===== config.mk =====
export PLATFORM = sky130hd
export DESIGN_NAME = mem_arbiter
export DESIGN_NICKNAME = d
export VERILOG_FILES = /design/src/rtl/mem_arbiter.sv
export SDC_FILE = /design/constraint.sdc
export NUM_CORES = 1
export LEC_CHECK = 0
export CAP_MARGIN = 20
export CORE_AREA = 8 8 110 112
export DETAILED_ROUTE_END_ITERATION = 10
export DIE_AREA = 0 0 118 120
export GPL_TIMING_DRIVEN = 0
export HOLD_SLACK_MARGIN = 0.15
export PLACE_DENSITY = 0.66
export SETUP_SLACK_MARGIN = 0.15
export SYNTH_ARGS = -nofsm -noshare
export SYNTH_HDL_FRONTEND = slang
export SYNTH_SLANG_ARGS = --single-unit

===== constraint.sdc =====
create_clock -name clk -period 2.2 [get_ports clk]
set_clock_uncertainty 0.2 [all_clocks]
set_input_delay 0.22 -clock clk [delete_from_list [all_inputs] [get_ports clk]]
set_output_delay 0.22 -clock clk [all_outputs]
set_load 0.05 [all_outputs]

===== src/rtl/mem_arbiter.sv =====
// Two-requester arbiter for the shared unified memory: requester 0 is the core,
// requester 1 a loader/debug master. Every access is a fixed IDLE->ACCESS->RESP cycle.
module mem_arbiter #(
  parameter int FAIR = 1
) (
  input  logic        clk,
  input  logic        rstn,
  input  logic        m0_req,
  input  logic        m0_we,
  input  logic [31:0] m0_addr,
  input  logic [31:0] m0_wd,
  output logic [31:0] m0_rd,
  output logic        m0_ack,
  output logic        m0_gnt,
  input  logic        m1_req,
  input  logic        m1_we,
  input  logic [31:0] m1_addr,
  input  logic [31:0] m1_wd,
  output logic [31:0] m1_rd,
  output logic        m1_ack,
  output logic        m1_gnt,
  output logic        mem_we,
  output logic [31:0] mem_addr,
  output logic [31:0] mem_wd,
  input  logic [31:0] mem_rd
);

  localparam logic [1:0] S_IDLE   = 2'd0;
  localparam logic [1:0] S_ACCESS = 2'd1;
  localparam logic [1:0] S_RESP   = 2'd2;

  logic [1:0] r_state;
  logic [1:0] w_state_nxt;
  logic       r_sel;
  logic       r_last;
  logic       w_win;
  logic       w_any;

  // Winner selection; under FAIR the requester not served last takes a tie.
  always_comb begin
    w_any = m0_req | m1_req;
    w_win = 1'b0;
    if (m0_req && m1_req) begin
      if (FAIR != 0) begin
        w_win = ~r_last;
      end else begin
        w_win = 1'b0;
      end
    end else begin
      w_win = m1_req;
    end
  end

  // Next-state logic.
  always_comb begin
    w_state_nxt = S_IDLE;
    case (r_state)
      S_IDLE:   w_state_nxt = w_any ? S_ACCESS : S_IDLE;
      S_ACCESS: w_state_nxt = S_RESP;
      S_RESP:   w_state_nxt = S_IDLE;
      default:  w_state_nxt = S_IDLE;
    endcase
  end

  // State, grant owner and round-robin history; last=1 lets the core win the first tie.
  always_ff @(posedge clk or negedge rstn) begin
    if (!rstn) begin
      r_state <= S_IDLE;
      r_sel   <= 1'b0;
      r_last  <= 1'b1;
    end else begin
      r_state <= w_state_nxt;
      if (r_state == S_IDLE && w_any) begin
        r_sel  <= w_win;
        r_last <= w_win;
      end else begin
        r_sel  <= r_sel;
        r_last <= r_last;
      end
    end
  end

  // Output decode from registered state/sel; requester inputs are stable until ack.
  always_comb begin
    mem_we   = 1'b0;
    mem_addr = 32'h0;
    mem_wd   = 32'h0;
    m0_gnt   = 1'b0;
    m1_gnt   = 1'b0;
    m0_ack   = 1'b0;
    m1_ack   = 1'b0;
    m0_rd    = 32'h0;
    m1_rd    = 32'h0;
    case (r_state)
      S_ACCESS, S_RESP: begin
        mem_addr = r_sel ? m1_addr : m0_addr;
        mem_wd   = r_sel ? m1_wd : m0_wd;
        m0_gnt   = ~r_sel;
        m1_gnt   = r_sel;
        if (r_state == S_ACCESS) begin
          mem_we = r_sel ? m1_we : m0_we;
        end else begin
          m0_ack = ~r_sel;
          m1_ack = r_sel;
          m0_rd  = r_sel ? 32'h0 : mem_rd;
          m1_rd  = r_sel ? mem_rd : 32'h0;
        end
      end
      default: begin
        mem_we = 1'b0;
      end
    endcase
  end

endmodule

==> results <==
## worst max-delay path by stage
stage,from,to,slack [ns],depth (start not counted)
final,r_state[0],mem_addr[30],0.09,8
after global routing,r_state[0],mem_addr[30],0.02,8
after CTS,r_state[0],mem_wd[4],0.09,7
after detailed placement,r_state[0],mem_addr[15],-0.60,8
after global placement,r_state[0],mem_addr[15],-0.58,8
after floorplan,r_state[0],mem_addr[0],-0.03,7
## what timing repair did
action | 4_1_cts | 5_1_grt
cloned | 3 | 4
endpoints found under the hold margin | 3 | 0
setup buffers | 5 | 0
hold buffers | 1 | 0
setup endpoints to repair | 133 | 133
pin swaps | 22 | 17
gates resized for setup | 983 | 141
## cell type report
type	instances	area (um2)	area share
plain buffers	26	317	0.0519
clock buffers	4	45.0	0.00738
repair buffers	311	3460	0.568
well taps	140	175	0.0287
multi-input cells	240	1980	0.325
inverters	3	13.8	0.00226
flip-flops and latches	4	101	0.0166
## sequential cells by signal (all words and copies together), names as in the netlist
signal / count
r_last: 1
r_state: 2
r_sel: 1
## critical path: stages (launching register included)
cell       delay (ns)
dfrtp_1          0.35
inv_1            0.07
ha_4             0.26
buf_6            0.12
inv_4            0.06
buf_8            0.14
clkbuf_16        0.17
nor2_4           0.13
buf_8            0.15
## kinds of logic (layout without fill, tap and decap cells)
logic type	Yosys count	count (layout)	share of synthesized area
and+or+nand+nor	169	169	0.403
DFF	4	4	0.0602
muxes	65	65	0.386
adders and majority gates	2	2	0.0149
AOI/OAI and AO/OA	4	4	0.0171
buffers and inverters	29	344	0.118
## per-layer routing
metal | vias to the layer above | wire length (um) | track usage
li1 | 1508 | - | -
met1 | 1402 | 4650 | 0.175
met2 | 147 | 7350 | 0.319
met5 | - | 0 | 0
met3 | 13 | 877 | 0.0493
met4 | 0 | 189 | 0.0400
## metrics by stage
stage,TNS (ns),utilization,setup slack (ns),cells
3_3_place_gp,-52.37,0.478,-0.579,711
5_1_grt,0,0.580,0.0232,728
2_1_floorplan,-1.05,-,-0.0263,273
6_report,0,0.580,0.0918,728
3_5_place_dp,-56.39,0.478,-0.600,711
4_1_cts,0,0.525,0.0908,724
## cells in the final DEF, fill, tap and decap left out, types with 2 or more instances in the layout
cell / instances
buf_16: 2
nand2_4: 2
inv_1: 2
nand2_1: 15
buf_4: 8
mux2i_1: 61
clkbuf_8: 4
dfrtp_1: 3
nor2_4: 41
buf_12: 5
clkbuf_16: 4
nor2_2: 86
and3b_2: 2
mux2i_2: 4
nor2_1: 2
buf_6: 113
nand2_2: 17
clkbuf_4: 3
buf_2: 3
buf_8: 32
clkdlybuf4s50_1: 165
## cells in the mapped netlist, drive strengths merged
| cell | count | area, um2 |
|---|---|---|
| buf | 23 | 176 |
| and3b | 2 | 17.5 |
| dfrtp | 3 | 75.1 |
| nand2 | 34 | 128 |
| mux2i | 65 | 651 |
| dfstp | 1 | 26.3 |
| nor2b | 1 | 6.26 |
| a32o | 1 | 10.0 |
| inv | 3 | 11.3 |
| nor2 | 129 | 509 |
| ha | 2 | 25.0 |
| nand2b | 1 | 6.26 |
| o21a | 1 | 7.51 |
| or2 | 1 | 6.26 |
| a31oi | 1 | 6.26 |
| clkbuf | 3 | 11.3 |
| a21oi | 1 | 5.00 |
| and2 | 1 | 6.26 |
==> tab_implementation.tex <==
\begin{tabular}{lr}
\hline
Metric & Value \\
\hline
\multicolumn{2}{l}{\textbf{Setup path}} \\
Crit Path Category & reg -> out \\
Critical path data required time & roughly 1.8 ns \\
Highest net fanout along the worst path & 6 \\
Worst Path Arrival & 1.69 ns \\
Launch instance of the worst register-to-register path & r\_sel \\
Critical path capture point type & output pin \\
Worst reg2reg path depth & 4 \\
Destination of the worst register-to-register timing path & r\_sel \\
Register-to-Register Setup Slack & around 0.84 ns \\
Launching element type of the critical path & flip-flop \\
\multicolumn{2}{l}{\textbf{Place}} \\
Instance area after placement & 0.00503 mm2 \\
Weighted congestion reported at the end of routability-driven placement & slightly above 0.8 \\
Input/output buffers & a little under 300 \\
Post-DP HPWL & around 10 mm \\
\multicolumn{2}{l}{\textbf{Yosys}} \\
Synthesis-stage register bit count & 4 \\
Area of the mapped netlist & 0.00168 mm2 \\
Count of unique library cells instantiated by Yosys & 21 \\
Proportion of synthesized chip area in sequential cells & 0.0602 \\
Net Count, Synth & 441 \\
Average cell area after synthesis & 6.17 um2 \\
Cells after Synth & between 200 and 300 \\
Number of warning messages in the yosys log & 0 \\
\multicolumn{2}{l}{\textbf{Floorplanning}} \\
Initial Util & 0.160 \\
Site Rows & 38 \\
Placeable core region & $\sim$0.011 mm2 \\
Number of placed I/O pins & 299 \\
DIE AREA & roughly 0.014 mm2 \\
Vertical die dimension & around 120 um \\
Die Width & approximately 120 um \\
\multicolumn{2}{l}{\textbf{Min path}} \\
Endpoint of the worst hold-timing path & r\_last \\
Launch point of the worst hold path & r\_last \\
Cell depth of the worst min-delay path & 2 \\
Hold Path Class & reg -> reg \\
\multicolumn{2}{l}{\textbf{Route}} \\
DR pass1 iterations & 4 \\
Final WL & approximately 13 mm \\
Average vias per placed instance & $\sim$4.2 \\
Post-detailed-route count of antenna-violating nets & 0 \\
Post-route DRC violation count & 0 \\
Number of vias after detailed routing & between 3000 and 4000 \\
1st-iter DRT viols & around 90 \\
Wire length per cell & between 15 and 20 um \\
\multicolumn{2}{l}{\textbf{Global routing}} \\
Antenna violations before repair & 0 \\
Number of global-route vias before repair & 3264 \\
Maximum number of pins on one net before global-route repair & 11 \\
First-pass GRT wire length & roughly 19 mm \\
Total overflow reported by the global router & 0 \\
GRT Util Overall & 0.167 \\
\multicolumn{2}{l}{\textbf{Timing}} \\
Final period util & 0.958 \\
RSZ-0062 raised after global routing & true \\
Worst-margin pin slew & 0.299 ns \\
Final Hold Vio Count & 0 \\
Slew Limit Fails & 0 \\
Maximum clock frequency & 0.474 GHz \\
Final setup violation count & 0 \\
Slew margin rel. & 0.795 \\
Tmin final & $\sim$2.1 ns \\
Hold Worst Slack & 0.375 ns \\
\multicolumn{2}{l}{\textbf{Clock tree}} \\
Clock slew at reported path FFs & 0.03 ns \\
Root cell of the clock tree & clkbuf\_8 \\
TritonCTS clock tree & done \\
H-Tree Level Count & 1 \\
Buffer depth of the longest clock path & 2 \\
Clock tree sinks & 4 \\
Insertion delay of the later-clocked pin in the worst-skew pair & 0.22 ns \\
CTS Buf Count & 3 \\
\multicolumn{2}{l}{\textbf{Layout}} \\
Nets & roughly 760 \\
Post-synthesis to final-layout area growth & 262\% \\
Filler cell count in the final layout & 927 \\
Fraction of layout cells with a size suffix above 1 & 0.566 \\
Antenna diode instance count & 0 \\
Final Cell Area & approximately 0.0061 mm2 \\
\multicolumn{2}{l}{\textbf{Flow run}} \\
Max-cap check violation count & 0 \\
\multicolumn{2}{l}{\textbf{Run status}} \\
Result of the run & finished, final reports clean \\
\hline
\end{tabular}
Power of run 1 is not shown: default switching activity piles up to over one toggle a cycle in this logic, so the estimate is an artifact.
